--- config.mk ---
export PLATFORM = sky130hd
export DESIGN_NAME = vm1_bus_unit_flat
export DESIGN_NICKNAME = d
export VERILOG_FILES = /design/src/rtl/vm1_bus_unit_pkg.sv /design/src/rtl/vm1_bus_unit_if.sv /design/src/rtl/vm1_bus_unit_timer.sv /design/src/rtl/vm1_bus_unit.sv /design/src/flat_wrapper.sv
export SDC_FILE = /design/constraint.sdc
export NUM_CORES = 1
export LEC_CHECK = 0
export ABC_AREA = 1
export BUFFER_PORTS_ARGS = -buffer_cell sky130_fd_sc_hd__buf_4
export CORE_UTILIZATION = 50
export DETAILED_ROUTE_END_ITERATION = 8
export PLACE_DENSITY = 0.9
export SLEW_MARGIN = 20
export SYNTH_ARGS = -nofsm -noshare
export SYNTH_HDL_FRONTEND = slang
export SYNTH_SLANG_ARGS = --single-unit
--- constraint.sdc ---
create_clock -name clk -period 4.2 [get_ports clk]
set_clock_uncertainty 0.05 [all_clocks]
set_input_delay 0.21 -clock clk [delete_from_list [all_inputs] [get_ports clk]]
set_output_delay 0.21 -clock clk [all_outputs]
set_load 0.01 [all_outputs]
--- src/rtl/vm1_bus_unit_pkg.sv ---
// Shared definitions for the VM1 bus cycle sequencer: FSM state encodings,
// byte-lane constants, the bus-error trap vector and lane/data helpers.
package vm1_bus_unit_pkg;

    typedef enum logic [1:0] {
        ST_IDLE  = 2'd0,
        ST_CYCLE = 2'd1,
        ST_ERR   = 2'd2
    } bus_state_t;

    localparam logic [1:0]  LANE_LO = 2'b01;
    localparam logic [1:0]  LANE_HI = 2'b10;
    localparam logic [1:0]  LANE_W  = 2'b11;

    // Trap vector the microcode jumps to when buserr is reported.
    localparam logic [15:0] BUSERR_VECTOR = 16'o000004;

    // Byte lanes for an access: odd byte address selects the high lane.
    function automatic logic [1:0] lane_sel(input logic is_byte, input logic a0);
        if (!is_byte)
            return LANE_W;
        return a0 ? LANE_HI : LANE_LO;
    endfunction

    // Byte writes replicate the low byte so either lane carries it.
    function automatic logic [15:0] write_data(input logic is_byte, input logic [15:0] wdata);
        return is_byte ? {wdata[7:0], wdata[7:0]} : wdata;
    endfunction

    // Byte reads return the addressed lane zero-extended into the low byte.
    function automatic logic [15:0] read_data(input logic [1:0] sel, input logic [15:0] rdata);
        case (sel)
            LANE_HI: return {8'h00, rdata[15:8]};
            LANE_LO: return {8'h00, rdata[7:0]};
            default: return rdata;
        endcase
    endfunction

endpackage

--- src/rtl/vm1_bus_unit_if.sv ---
// External 16-bit memory/IO bus: strobe/ack cycle with byte-lane selects.
interface vm1_bus_unit_if;
    logic [15:0] addr;
    logic [15:0] wdata;
    logic [15:0] rdata;
    logic [1:0]  sel;
    logic        we;
    logic        stb;
    logic        ack;

    modport master (output addr, wdata, sel, we, stb, input ack, rdata);
    modport slave  (input addr, wdata, sel, we, stb, output ack, rdata);
endinterface

--- src/rtl/vm1_bus_unit_timer.sv ---
// Bus no-reply timer: up-counter with clear, enable and terminal count
// at TIMEOUT-1, so a strobe is held for exactly TIMEOUT enabled cycles.
module vm1_bus_unit_timer #(
    parameter int TIMEOUT = 64,
    parameter int TMO_W   = 7
) (
    input  logic clk,
    input  logic reset_n,
    input  logic ce,
    input  logic clr,
    input  logic en,
    output logic tc
);

    logic [TMO_W-1:0] count;

    // Count strobe cycles; clear has priority and nothing moves without ce.
    always_ff @(posedge clk or negedge reset_n) begin
        if (!reset_n)
            count <= '0;
        else if (ce) begin
            if (clr)
                count <= '0;
            else if (en)
                count <= count + 1'b1;
        end
    end

    assign tc = (count == TMO_W'(TIMEOUT - 1));

endmodule

--- src/rtl/vm1_bus_unit.sv ---
// VM1 bus cycle sequencer: takes one read/write request at a time from the
// datapath, runs a strobe/ack cycle on the external bus and reports done or
// buserr (odd word address, no-reply timeout) as one-cycle pulses.
module vm1_bus_unit
    import vm1_bus_unit_pkg::*;
#(
    parameter int TIMEOUT = 64,
    parameter int TMO_W   = 7
) (
    input  logic           clk,
    input  logic           reset_n,
    input  logic           ce,
    input  logic           req_rd,
    input  logic           req_wr,
    input  logic           req_byte,
    input  logic [15:0]    cpu_addr,
    input  logic [15:0]    cpu_wdata,
    output logic [15:0]    cpu_rdata,
    output logic           busy,
    output logic           done,
    output logic           buserr,
    vm1_bus_unit_if.master bus
);

    bus_state_t state;
    logic       tmr_clr;
    logic       tmr_en;
    logic       tmr_tc;

    // The timer only runs while a strobe is out; any other state resets it.
    assign tmr_en  = (state == ST_CYCLE);
    assign tmr_clr = (state != ST_CYCLE);

    vm1_bus_unit_timer #(
        .TIMEOUT (TIMEOUT),
        .TMO_W   (TMO_W)
    ) u_timer (
        .clk     (clk),
        .reset_n (reset_n),
        .ce      (ce),
        .clr     (tmr_clr),
        .en      (tmr_en),
        .tc      (tmr_tc)
    );

    // Sequencer FSM with registered bus and datapath outputs.
    always_ff @(posedge clk or negedge reset_n) begin
        if (!reset_n) begin
            state     <= ST_IDLE;
            cpu_rdata <= '0;
            busy      <= 1'b0;
            done      <= 1'b0;
            buserr    <= 1'b0;
            bus.addr  <= '0;
            bus.wdata <= '0;
            bus.sel   <= '0;
            bus.we    <= 1'b0;
            bus.stb   <= 1'b0;
        end else if (ce) begin
            done   <= 1'b0;
            buserr <= 1'b0;
            case (state)
                ST_IDLE: begin
                    if (req_rd || req_wr) begin
                        if (!req_byte && cpu_addr[0]) begin
                            // Misaligned word: fault without touching the bus.
                            state <= ST_ERR;
                        end else begin
                            bus.addr  <= {cpu_addr[15:1], 1'b0};
                            bus.wdata <= write_data(req_byte, cpu_wdata);
                            bus.sel   <= lane_sel(req_byte, cpu_addr[0]);
                            bus.we    <= req_wr & ~req_rd;
                            bus.stb   <= 1'b1;
                            busy      <= 1'b1;
                            state     <= ST_CYCLE;
                        end
                    end
                end
                ST_CYCLE: begin
                    if (bus.ack) begin
                        // Ack wins over a coincident timeout.
                        cpu_rdata <= bus.we ? cpu_rdata : read_data(bus.sel, bus.rdata);
                        bus.stb   <= 1'b0;
                        bus.we    <= 1'b0;
                        bus.sel   <= '0;
                        busy      <= 1'b0;
                        done      <= 1'b1;
                        state     <= ST_IDLE;
                    end else if (tmr_tc) begin
                        bus.stb   <= 1'b0;
                        bus.we    <= 1'b0;
                        bus.sel   <= '0;
                        busy      <= 1'b0;
                        state     <= ST_ERR;
                    end
                end
                ST_ERR: begin
                    buserr <= 1'b1;
                    state  <= ST_IDLE;
                end
                default: state <= ST_IDLE;
            endcase
        end
    end

endmodule

--- src/flat_wrapper.sv ---
// flat-port wrapper written by rule: the top's interface ports become plain ports
module vm1_bus_unit_flat import vm1_bus_unit_pkg::*;
#(
    parameter int TIMEOUT = 64,
    parameter int TMO_W   = 7
)
  (clk, reset_n, ce, req_rd, req_wr, req_byte, cpu_addr, cpu_wdata, cpu_rdata, busy, done, buserr, bus_addr, bus_wdata, bus_sel, bus_we, bus_stb, bus_ack, bus_rdata);
  vm1_bus_unit_if bus_i ();
  input  logic clk;
  input  logic reset_n;
  input  logic ce;
  input  logic req_rd;
  input  logic req_wr;
  input  logic req_byte;
  input  logic [15:0] cpu_addr;
  input  logic [15:0] cpu_wdata;
  output logic [15:0] cpu_rdata;
  output logic busy;
  output logic done;
  output logic buserr;
  output wire logic [$bits(bus_i.addr)-1:0] bus_addr;
  output wire logic [$bits(bus_i.wdata)-1:0] bus_wdata;
  output wire logic [$bits(bus_i.sel)-1:0] bus_sel;
  output wire logic [$bits(bus_i.we)-1:0] bus_we;
  output wire logic [$bits(bus_i.stb)-1:0] bus_stb;
  input wire logic [$bits(bus_i.ack)-1:0] bus_ack;
  input wire logic [$bits(bus_i.rdata)-1:0] bus_rdata;
  assign bus_addr = bus_i.addr;
  assign bus_wdata = bus_i.wdata;
  assign bus_sel = bus_i.sel;
  assign bus_we = bus_i.we;
  assign bus_stb = bus_i.stb;
  assign bus_i.ack = bus_ack;
  assign bus_i.rdata = bus_rdata;
  vm1_bus_unit #(.TIMEOUT(TIMEOUT), .TMO_W(TMO_W)) u_core (.clk(clk), .reset_n(reset_n), .ce(ce), .req_rd(req_rd), .req_wr(req_wr), .req_byte(req_byte), .cpu_addr(cpu_addr), .cpu_wdata(cpu_wdata), .cpu_rdata(cpu_rdata), .busy(busy), .done(done), .buserr(buserr), .bus(bus_i));
endmodule
==> metrics.md <==
| Metric | Value |
|---|---|
| Clock sink count | `62` |
| First-pass DRT Iterations | `4` |
| Post-synth top area cell | `dfrtp_1` |
| H-tree depth | `3` |
| Layout area overhead | `34.7%` |
| Worst r2r dst | `u_core.bus.wdata[4]$_DFFE_PN0P_` |
| Startpoint types | `flop` |
| Clock root buffer master | `clkbuf_8` |
| Post-DP Area | `0.00363 sq mm` |
| Post-CTS setup buffer count | `0` |
| Min cycle time layout | `2240 ps` |
| Slew Limit Fails | `0` |
| Power per cell area | `668 mW/mm^2` |
| R2R depth | `3` |
| Unique masters post-synth | `24` |
| RSZ-0062 raised after global routing | `no` |
| Gr ovfl total | `0` |
| Mapped Cells | `341` |
| Cts bufs inserted | `9` |
| Commonest cells post-synth | `nand2_1 (109), dfrtp_1 (62), o21ai_0 (38)` |
| Leakage | `2.09 nW` |
| Flop2flop setup slack | `1960 ps` |
| I/O Pins | `110` |
| Post-route cell area | `0.00381 sq mm` |
| Worst-margin pin slew | `772 ps` |
| Final Setup Violations | `0` |
| GPL Wtd Cong | `0.766` |
| Top Metal Used | `met4` |
| Final worst-path cycle share | `53.3%` |
| Reg-to-reg critical path startpoint | `u_core.state[0]$_DFFE_PN0P_` |
| Worst skew pair latency | `330 ps` |
| Clk pin slew, worst setup/hold paths | `70 ps` |
| Overall Global Routing Usage | `22.8%` |
| DIE HEIGHT | `77.3 um` |
| Final hold violations | `0` |
| Max-cap violations | `0` |
| Rows | `27` |
| CP arrival | `2420 ps` |
| Crit end category | `flop` |
| Post-synth EDFFs | `0` |
| First-pass GRT wire length | `10800 um` |
| CTS Buffer Depth | `2` |
| Ant diodes | `0` |
| Crit Path Class | `flop to flop` |
| HPWL after DPL | `4670 um` |
| HP Class | `input port to flop` |
| Yosys warns | `0` |
| Synth Cell Area | `0.00283 sq mm` |
| Die Width | `77.3 um` |
| Max rail drop VDD | `0.000340 V` |
| DRC | `0` |
| M1 WL | `2830 um` |
| Fraction of layout cells with a size suffix above 1 | `28.9%` |
| DR WL met2 | `3140 um` |
| Run status | `complete, no violations` |
| DR vias | `2633` |
| Cell depth of the worst min-delay path | `3` |
| I/O Buffers | `108` |
| Most frequent cell after synthesis | `nand2_1` |
| DR WL/cell | `12.5 um` |
| Initial core utilization | `51.7%` |
| Met3 WL | `480 um` |
| Antenna Nets Post-Route | `0` |
| Final WL | `6540 um` |
| Worst slack, placed | `1900 ps` |
| Fin nets | `503` |
| Die area | `0.00597 sq mm` |
| Hold wc startpoint | `cpu_addr[11]` |
| Area contributors post-synth | `dfrtp_1 (55%), nand2_1 (14%), o21ai_0 (6.7%)` |
| Ys async rst share | `100%` |
| Relative slew slack | `48.4%` |
| Fmax | `447 MHz` |
| Vias per cell | `5.04` |
| Largest net degree at the start of global routing | `63` |
| Synthesized area per cell | `8.30 sq um` |
| Syn nets | `399` |
| Initial antenna violation count | `0` |
| Post-Route Setup TNS | `0 ps` |
| Crit-path max FO | `48` |
| Vias in the first global route | `2453` |
| Yosys top cell area share | `54.8%` |
| Worst setup margin | `1960 ps` |
| FF+latch count, synth | `62` |
| Worst endpoint required time | `4380 ps` |
| Top FF cell, synth | `dfrtp_1` |
| Core area | `0.00547 sq mm` |
| Initial DRC count | `167` |
| CTS tree | `done` |
| WHS Endpoint | `u_core.bus.addr[11]$_DFFE_PN0P_` |
| Sequential fraction of the synthesis area | `54.8%` |
## state kept, by name, indices dropped and copies added (netlist names)
name	cells
u_core.state	2
u_core.done	1
u_core.bus.wdata	16
u_core.bus.addr	15
u_core.busy	1
u_core.bus.sel	2
u_core.bus.we	1
u_core.u_timer.count	7
u_core.cpu_rdata	16
u_core.buserr	1
## logic make-up after synthesis
family / Yosys count / share of synthesized area, %
simple gates: 169 / 25.0
flops: 62 / 54.8
compound gates: 55 / 10.1
buf+inv: 49 / 8.00
fa+ha+maj: 3 / 1.33
other cells: 1 / 0.132
xor+xnor: 1 / 0.309
mux: 1 / 0.354
## what timing repair did
action | CTS | global route
resized for setup | 0 | 0
hold endpoints to repair | 62 | 0
hold buffers | 1 | 0
## through the flow
stage	std cells	total power, mW	util, %	hold slack [ps]
global placement	504	2.06	66.3	278
detailed placement	504	2.11	66.3	282
finish	522	2.55	69.7	58.8
CTS	521	2.56	69.5	45.7
global route	522	2.74	69.7	47.3
floorplan	341	1.60	-	-136
## worst max-delay path, cell delays in order, from the launching register on
cell	delay [ps]
dfrtp_1	440
nor3_4	610
nand2_2	640
o21ai_0	380
## layout by cell type, fill, tap and decap left out, drive strengths merged
| cell | count |
|---|---|
| a21oi | 14 |
| buf | 109 |
| clkbuf | 12 |
| clkinv | 3 |
| clkinvlp | 1 |
| conb | 1 |
| dfrtp | 62 |
| dlygate4sd3 | 1 |
| ha | 3 |
| inv | 32 |
| mux2i | 1 |
| nand2 | 110 |
| nand3 | 29 |
| nand4 | 4 |
| nor2 | 23 |
| nor3 | 3 |
| o21ai | 40 |
| o31ai | 1 |
| xnor2 | 1 |
## area by class of cell
type | instances | area (sq um)
clock buffers | 12 | 145
repair buffers | 110 | 832
fillers | 455 | 1660
well taps | 72 | 90.1
flip-flops and latches | 62 | 1550
clock inverters | 4 | 22.5
multi-input cells | 230 | 1050
inverters | 32 | 120
## per-layer routing
metal	vias up	GRT usage [%]
met1	1237	29.4
li1	1289	-
met5	-	0
met2	98	36.8
met3	9	6.55
met4	0	7.55
## how the worst max path moves through the flow
stage	startpoint	endpoint	slack (ps)	cells past startpoint
5_1_grt	u_core.state[0]$_DFFE_PN0P_	u_core.bus.wdata[4]$_DFFE_PN0P_	1730	3
4_1_cts	u_core.state[0]$_DFFE_PN0P_	u_core.bus.wdata[1]$_DFFE_PN0P_	1910	3
3_3_place_gp	u_core.state[0]$_DFFE_PN0P_	u_core.bus.wdata[8]$_DFFE_PN0P_	2000	3
2_1_floorplan	u_core.bus.sel[0]$_DFFE_PN0P_	u_core.cpu_rdata[6]$_DFFE_PN0P_	2660	7
3_5_place_dp	u_core.state[0]$_DFFE_PN0P_	u_core.bus.wdata[4]$_DFFE_PN0P_	1900	3
6_report	u_core.state[0]$_DFFE_PN0P_	u_core.bus.wdata[4]$_DFFE_PN0P_	1960	3
## report_power, final
| part | total, mW | switching [mW] | internal (mW) |
|---|---|---|---|
| Clock | 0.446 | 0.219 | 0.227 |
| Combinational | 1.08 | 0.587 | 0.498 |
| Sequential | 1.02 | 0.170 | 0.847 |
| Total | 2.55 | 0.976 | 1.57 |
Note: power is estimated with default switching activity, not from simulation.
